<file path="config.mk">
export PLATFORM = sky130hd
export DESIGN_NAME = narnet_step_scheduler
export DESIGN_NICKNAME = d
export VERILOG_FILES = /design/src/rtl/narnet_step_scheduler.sv
export SDC_FILE = /design/constraint.sdc
export NUM_CORES = 1
export LEC_CHECK = 0
export CORE_MARGIN = 4
export CORE_UTILIZATION = 50
export CTS_CLUSTER_SIZE = 25
export DETAILED_ROUTE_END_ITERATION = 8
export GPL_ROUTABILITY_DRIVEN = 1
export HOLD_SLACK_MARGIN = 0.05
export PLACE_DENSITY = 0.86
export SLEW_MARGIN = 10
export SYNTH_ARGS = -nofsm -noshare
export SYNTH_HDL_FRONTEND = slang
export SYNTH_SLANG_ARGS = --single-unit
</file>
<file path="constraint.sdc">
create_clock -name clk -period 1.95 [get_ports clk]
set_input_delay 0.195 -clock clk [delete_from_list [all_inputs] [get_ports clk]]
set_output_delay 0.195 -clock clk [all_outputs]
set_load 0.02 [all_outputs]
</file>
<file path="src/rtl/narnet_step_scheduler.sv">
// narnet_step_scheduler: steps the NARNet core one prediction at a time, in open or closed loop
// Ports: clk, rst_n (async active-low); enable freezes all state; mode/start/horizon launch runs;
// s_* is the sample input FIFO port; core_* drives and observes the core;
// m_* is the prediction output port; busy and timeout_err report status.
module narnet_step_scheduler #(
   parameter int DATA_W = 8,
   parameter int FIFO_DEPTH = 4,
   parameter int TIMEOUT = 255,
   parameter logic [DATA_W-1:0] Y_INIT = 8'h18
) (
   input  logic              clk,
   input  logic              rst_n,
   input  logic              enable,
   input  logic              mode,
   input  logic              start,
   input  logic [7:0]        horizon,
   input  logic              s_valid,
   input  logic [DATA_W-1:0] s_data,
   output logic              s_ready,
   output logic              core_enable,
   output logic              core_rst,
   output logic              core_x_ready,
   output logic [DATA_W-1:0] core_x_in,
   input  logic [DATA_W-1:0] core_y_out,
   input  logic              core_out_ready,
   output logic              m_valid,
   output logic [DATA_W-1:0] m_data,
   output logic              m_last,
   input  logic              m_ready,
   output logic              busy,
   output logic              timeout_err
);
   localparam int AW = $clog2(FIFO_DEPTH);
   localparam int WW = $clog2(TIMEOUT + 1);
   localparam logic [AW:0] PTR_ONE = 1;
   typedef enum logic [2:0] {IDLE, ISSUE, WAIT, EMIT, RECOVER} state_t;
   state_t state_q, state_d;
   logic [DATA_W-1:0] mem_q [FIFO_DEPTH];
   logic [DATA_W-1:0] mem_d [FIFO_DEPTH];
   logic [AW:0] wr_q, wr_d, rd_q, rd_d;
   logic [DATA_W-1:0] x_q, x_d, y_last_q, y_last_d, m_data_q, m_data_d;
   logic [7:0] steps_q, steps_d;
   logic [WW-1:0] wd_q, wd_d;
   logic run_q, run_d, m_valid_q, m_valid_d, m_last_q, m_last_d, err_q, err_d;
   logic empty, full, push, pop;
   assign empty = wr_q == rd_q;
   // extra pointer bit distinguishes full from empty when the indices match
   assign full = (wr_q[AW] != rd_q[AW]) && (wr_q[AW-1:0] == rd_q[AW-1:0]);
   assign push = enable && s_valid && !full;
   // empty comes from registered pointers, so a same-cycle push is never popped
   assign pop = enable && state_q == IDLE && !mode && !empty;
   always_comb begin
      state_d = state_q;
      mem_d = mem_q;
      wr_d = wr_q;
      rd_d = rd_q;
      x_d = x_q;
      y_last_d = y_last_q;
      m_data_d = m_data_q;
      steps_d = steps_q;
      wd_d = wd_q;
      run_d = run_q;
      m_valid_d = m_valid_q;
      m_last_d = m_last_q;
      err_d = err_q;
      if (push) begin
         mem_d[wr_q[AW-1:0]] = s_data;
         wr_d = wr_q + PTR_ONE;
      end
      if (pop) rd_d = rd_q + PTR_ONE;
      if (enable) begin
         case (state_q)
            IDLE: begin
               if (pop) begin
                  x_d = mem_q[rd_q[AW-1:0]];
                  run_d = 1'b0;
                  state_d = ISSUE;
               end else if (mode && start && horizon != 8'd0) begin
                  x_d = y_last_q;
                  steps_d = horizon;
                  run_d = 1'b1;
                  state_d = ISSUE;
               end
            end
            ISSUE: begin
               // the pulse cycle counts as the first watchdog cycle
               wd_d = WW'(1);
               state_d = WAIT;
            end
            WAIT: begin
               if (core_out_ready) begin
                  y_last_d = core_y_out;
                  m_data_d = core_y_out;
                  m_valid_d = 1'b1;
                  m_last_d = run_q && steps_q == 8'd1;
                  state_d = EMIT;
               end else if (wd_q == WW'(TIMEOUT - 1)) begin
                  err_d = 1'b1;
                  state_d = RECOVER;
               end else begin
                  wd_d = wd_q + WW'(1);
               end
            end
            EMIT: begin
               if (m_ready) begin
                  m_valid_d = 1'b0;
                  m_last_d = 1'b0;
                  if (run_q && steps_q > 8'd1) begin
                     steps_d = steps_q - 8'd1;
                     x_d = y_last_q;
                     state_d = ISSUE;
                  end else begin
                     state_d = IDLE;
                  end
               end
            end
            RECOVER: state_d = IDLE;
            default: state_d = IDLE;
         endcase
      end
   end
   always_ff @(posedge clk or negedge rst_n) begin
      if (!rst_n) begin
         state_q <= IDLE;
         mem_q <= '{default: '0};
         wr_q <= '0;
         rd_q <= '0;
         x_q <= '0;
         y_last_q <= Y_INIT;
         m_data_q <= '0;
         steps_q <= '0;
         wd_q <= '0;
         run_q <= 1'b0;
         m_valid_q <= 1'b0;
         m_last_q <= 1'b0;
         err_q <= 1'b0;
      end else begin
         state_q <= state_d;
         mem_q <= mem_d;
         wr_q <= wr_d;
         rd_q <= rd_d;
         x_q <= x_d;
         y_last_q <= y_last_d;
         m_data_q <= m_data_d;
         steps_q <= steps_d;
         wd_q <= wd_d;
         run_q <= run_d;
         m_valid_q <= m_valid_d;
         m_last_q <= m_last_d;
         err_q <= err_d;
      end
   end
   assign s_ready = !full;
   assign core_enable = enable && rst_n;
   assign core_x_ready = enable && state_q == ISSUE;
   assign core_rst = enable && state_q == RECOVER;
   assign core_x_in = x_q;
   assign m_valid = m_valid_q;
   assign m_data = m_data_q;
   assign m_last = m_last_q;
   assign busy = state_q != IDLE;
   assign timeout_err = err_q;
endmodule

</file>
==> run summary, run 1 <==
Max-Slew Margin vs Limit = 0.348
Crit path capture = s_ready
Max clock buf depth = 2
Io pins = 56
Post-Syn Nets = 363
Period minus WS final = 1.87 ns
Register area share after synthesis = 0.483
Drt drc = 0
GPL Wtd Cong = 0.837
Vias in the first global route = 2,906
GRT overflow = 0
Worst EP arrival = 1.68 ns
DRT iter0 DRCs = 121
ANT cells = 0
Clock sinks = 79
Initial antenna violation count = 0
Number of vias per cell = 5.58
Hold crit path type = input pin to async pin
Worst Setup End Kind = output port
Outcome = completed
Synth area leaders = dfrtp_1, mux2_2, mux2_4
Maximum vdd drop = 0.808 mV
FP Rows = 32
Vias post-DR = 2,822
Hold_buf cts = 0
R2r endpoint = core_x_in[2]
Largest net degree at the start of global routing = 80
Starting Density = 0.522
P per Cell Area = 1540 nW/um^2
Worst setup path startpoint = wr_q[0]
Post-route ant nets = 0
CTS Buf Count = 9
P_leak = 2.20 nW
GRT Total Usage = 0.188
Critical path type = register to output port
Routed len/inst = 17.3 um
Synthesized area = 4100 sq um
Filler Cell Count = 602
Area added between synthesis and finish = 25.7%
Die Wd = 98.5 um
First-pass GRT wire length = 14,500 um
CTS tree = done
Flops & latches, synth = 79
Nets = 441
Post-synthesis cell count = 322
PortBufs = 55
Final setup viols = 0
Drt total wl = 8750 um
CP Data Required Time = 1.75 ns
Die height = 98.5 um
Clock Root Buffer = clkbuf_8
EDFF count, synth = 0
Worst R2R Start = state_q[1]
CP startpoint kind = register
Top-area cell type share of the netlist area = 0.470
Most frequent cell after synthesis = dfrtp_1
FF+latch area = 1980 sq um
Die area = 9710 sq um
Clock latency on the worst-skew pair = 0.36 ns
Count of different cell masters after synthesis = 54
Share of cells above drive strength 1 = 0.344
Yosys warns = 0
R2R depth = 4
Max-slew violations = 0
H-tree Lvls = 3
Top_reg_cell synth = dfrtp_1
Worst Clk Skew = 0.0135 ns
Multi-input logic area = 1980 sq um
Final core occ = 0.656
Core footprint = 7850 sq um
Fmax = 533 MHz
Synth top cells by count = dfrtp_1, mux2_2, nand2_1, nor2_1
Dominant cell type by area after synthesis = dfrtp_1
Place WS = -0.191 ns
Final worst path period share = 0.962
Reg clk slew, reported paths = 0.08 ns
Slew @ Worst Pin = 0.978 ns
DR pass1 iterations = 4
Post-Syn Area per Cell = 12.7 sq um
CP max FO = 4
Max Cap Viol = 0
Async set-reset flop share out of synthesis = 1.00
Final hold vios = 0
Setup ws final = 0.0750 ns
R2r setup slk = 0.08 ns
Post-DP HPWL = 6330 um
==> layout by cell type, fill, tap and decap left out, types with 4 or more instances in the layout <==
master / n
a31oi_1: 6
xnor2_1: 7
nand3_1: 9
o21ai_0: 9
and3_1: 4
clkbuf_8: 10
dfrtp_1: 73
ha_1: 8
buf_4: 28
nand4_1: 5
dfrtp_2: 4
mux2_2: 51
a21oi_1: 10
nand2_1: 17
mux4_1: 5
nor2_1: 15
inv_1: 9
clkdlybuf4s50_1: 50
mux2_4: 10
o31ai_1: 4
==> report_power, final <==
part	internal [mW]	switching [mW]	total (mW)
combinational	2.04	1.63	3.66
clock	0.745	0.574	1.32
sequential	2.39	0.543	2.93
total	5.17	2.75	7.92
==> per-stage QoR <==
| stage | cells | power, mW | area [sq um] | TNS (ns) | hold slack, ns |
|---|---|---|---|---|---|
| global route | 506 | 8.40 | 5150 | -0.0936 | 0.155 |
| CTS | 505 | 7.93 | 5120 | 0 | 0.116 |
| global placement | 490 | 6.42 | 4910 | -1.40 | 0.460 |
| floorplan | 322 | 5.46 | 4140 | -0.0129 | -0.101 |
| detailed placement | 490 | 6.59 | 4910 | -2.32 | 0.460 |
| finish | 506 | 7.92 | 5150 | 0 | 0.0737 |
==> sequential cells by signal (all words and copies together) (netlist names), 2 cells and up <==
name       count
rd_q           3
state_q        3
m_data         2
y_last_q       8
steps_q        8
wd_q           8
mem_q         32
core_x_in      8
wr_q           3
==> layer usage <==
metal,vias to the layer above,GRT usage,part of all wire
met5,-,0,0
met2,80,0.320,0.52
met1,1410,0.235,0.42
met3,13,0.0531,0.048
met4,0,0.0515,0.018
li1,1319,-,-
==> logic make-up after synthesis <==
family	count (synthesis)	share of synthesized area
buffers and inverters	28	0.0485
adder cells (fa/ha/maj)	9	0.0275
flip-flops	79	0.483
XOR/XNOR	12	0.0293
AND/OR/NAND/NOR	80	0.109
multiplexers	69	0.225
AO/OA/AOI/OAI	45	0.0775
==> how the worst min path moves through the flow <==
stage | to | slack, ns | start
3_3_place_gp | timeout_err | 0.46 | timeout_err
4_1_cts | steps_q[0] | 0.12 | rst_n
5_1_grt | steps_q[0] | 0.15 | rst_n
3_5_place_dp | timeout_err | 0.46 | timeout_err
6_report | wd_q[2] | 0.07 | rst_n
2_1_floorplan | core_x_in[0] | -0.10 | rst_n
==> cell type report <==
class / instances / area share
clock buffers: 11 / 0.0274
inverters: 9 / 0.00656
multi-input cells: 215 / 0.384
well taps: 102 / 0.0248
repair buffers: 86 / 0.158
clock inverters: 4 / 0.0136
flip-flops and latches: 79 / 0.385
==> critical path: stages, from the launching register on <==
cell	delay [ns]
dfrtp_2	0.45
xor2_2	0.19
or3_4	0.38
clkdlybuf4s15_1	0.30
==> what timing repair did <==
item,4_1_cts,5_1_grt
pin swaps,0,3
endpoints found under the setup margin,4,13
gates resized for setup,5,11
buffers inserted,0,1
Power figures use the tool's default switching activity.
==> run 2: changes to the inputs <==
--- a/config.mk
+++ b/config.mk
@@ -10,6 +10,7 @@
 export CTS_CLUSTER_SIZE = 25
 export DETAILED_ROUTE_END_ITERATION = 8
 export GPL_ROUTABILITY_DRIVEN = 1
+export GPL_TIMING_DRIVEN = 0
 export HOLD_SLACK_MARGIN = 0.05
 export PLACE_DENSITY = 0.86
 export SLEW_MARGIN = 10
==> run summary, run 2 (synthesized netlist as in run 1, its figures left out) <==
Outcome = finished, violations left
Violated checks = setup timing
Drt total wl = 9410 um (+7.6%)
Io pins = 56 (unchanged)
Max clock buf depth = 2 (unchanged)
Vias post-DR = 2,876 (+1.9%)
ANT cells = 0 (unchanged)
P_leak = 2.30 nW (+4.6%)
Max Cap Viol = 0 (unchanged)
CTS Buf Count = 9 (unchanged)
Maximum vdd drop = 0.629 mV (-22%)
Area added between synthesis and finish = 29.0%
Clock Root Buffer = clkbuf_8
Die Wd = 98.5 um (unchanged)
Max-slew violations = 0 (unchanged)
Most frequent cells in the layout = dfrtp_1, clkdlybuf4s50_1, mux2_2
Fmax = 501 MHz (-6.1%)
P per Cell Area = 1540 nW/um^2 (about the same)
Vias in the first global route = 3,131 (+7.7%)
Max FFs per register = 32 (unchanged)
GRT overflow = 0 (unchanged)
Core footprint = 7850 sq um (unchanged)
Final setup viols = 11 (+11)
Post-DP HPWL = 6230 um (-1.7%)
Nets = 446 (+1.1%)
Period minus WS final = 2.00 ns (+0.121 ns)
DR pass1 iterations = 5 (+1)
GRT Total Usage = 0.199 (+0.0112)
Initial antenna violation count = 0 (unchanged)
Critical path type = register to register
FP Rows = 32 (unchanged)
CTS tree = done
RSZ-0062 raised after global routing = true
Worst EP arrival = 2.23 ns (+0.55 ns)
Final hold vios = 0 (unchanged)
Hold crit path type = input pin to async pin
Share of cells above drive strength 1 = 0.349 (+0.00472)
CP max FO = 8 (+4)
CP startpoint kind = register
H-tree Lvls = 3 (unchanged)
Worst Setup End Kind = register
Final core occ = 0.674 (+0.0172)
Commonest non-fill, non-tap cell in the layout = dfrtp_1
Max-Slew Margin vs Limit = 0.569 (+0.221)
Die height = 98.5 um (unchanged)
Routed len/inst = 18.4 um (+6.4%)
Clock sinks = 79 (unchanged)
Slew @ Worst Pin = 0.644 ns (-0.334 ns)
Largest net degree at the start of global routing = 67 (-16%)
GPL Wtd Cong = 0.881 (+5.3%)
Post-route ant nets = 0 (unchanged)
Clock latency on the worst-skew pair = 0.35 ns (about the same)
Place WS = -0.621 ns (-0.430 ns)
Final worst path period share = 1.02 (+0.0623)
Die area = 9710 sq um (unchanged)
CP Data Required Time = 2.18 ns (+0.43 ns)
Worst Clk Skew = 0.00912 ns (-0.00442 ns)
Drt drc = 0 (unchanged)
Setup ws final = -0.0464 ns (-0.121 ns)
First-pass GRT wire length = 15,400 um (+6.5%)
Starting Density = 0.522 (unchanged)
Largest Register = mem_q
Reg clk slew, reported paths = 0.09 ns (about the same)
DRT iter0 DRCs = 141 (+17%)
Number of vias per cell = 5.62 (+0.72%)
PortBufs = 55 (unchanged)
run 2: worst max-delay path, stage by stage, from the launching register on:
cell     delay (ns)
dfrtp_1        0.39
buf_6          0.13
or3_4          0.41
o21ai_2        0.09
o311a_1        0.18
buf_6          0.12
o21a_4         0.13
buf_12         0.13
mux2_4         0.30
run 2: metrics by stage:
stage          instance area [sq um]  std cells  hold slack, ns  total power [mW]  TNS (ns)
4_1_cts                         5150        506          -0.310              7.99    -0.128
5_1_grt                         5290        512           0.448              8.64    -0.962
3_3_place_gp                    4820        479           0.461              6.38   -171.22
3_5_place_dp                    4850        480          0.0752              6.57    -13.19
2_1_floorplan                   4140        322          -0.101              5.46   -0.0129
6_report                        5290        512           0.429              8.13    -0.355
run 2: where the power goes:
part / internal (mW) / switching [mW] / leakage [nW] / total (mW)
combinational: 2.23 / 1.73 / 1.23 / 3.96
sequential: 2.38 / 0.530 / 0.960 / 2.91
clock: 0.609 / 0.648 / 0.102 / 1.26
total: 5.22 / 2.91 / 2.30 / 8.13
run 2: final cells by class:
class	count	area, sq um
inverters	9	33.8
multi-input cells	216	2060
clock buffers	9	124
well taps	102	128
fillers	594	2560
plain buffers	17	154
clock inverters	7	80.1
repair buffers	73	721
flip-flops and latches	79	1980
run 2: final timing paths:
check | start | end | slack (ns) | cells past startpoint
worst min-delay path | rst_n | wd_q[4] | 0.43 | 3
worst max-delay path | state_q[1] | core_x_in[0] | -0.05 | 8
min in group clk | core_y_out[5] | y_last_q[5] | 0.46 | 2
worst max register to register | state_q[1] | core_x_in[0] | -0.05 | 8
max in group asynchronous | rst_n | mem_q[26] | 1.03 | 3
worst min register to register | timeout_err | timeout_err | 0.48 | 1
run 2: metal layers:
metal,GRT usage,up-vias,part of all wire
met5,0,-,0
met2,0.344,74,0.51
met4,0.0620,0,0.018
li1,-,1341,-
met1,0.253,1445,0.43
met3,0.0403,16,0.038
run 2: timing repair:
action,4_1_cts,5_1_grt
pin swaps,3,3
cloned,1,0
endpoints found under the hold margin,77,23
endpoints found under the setup margin,51,44
resized for setup,19,23
buffers inserted,10,2
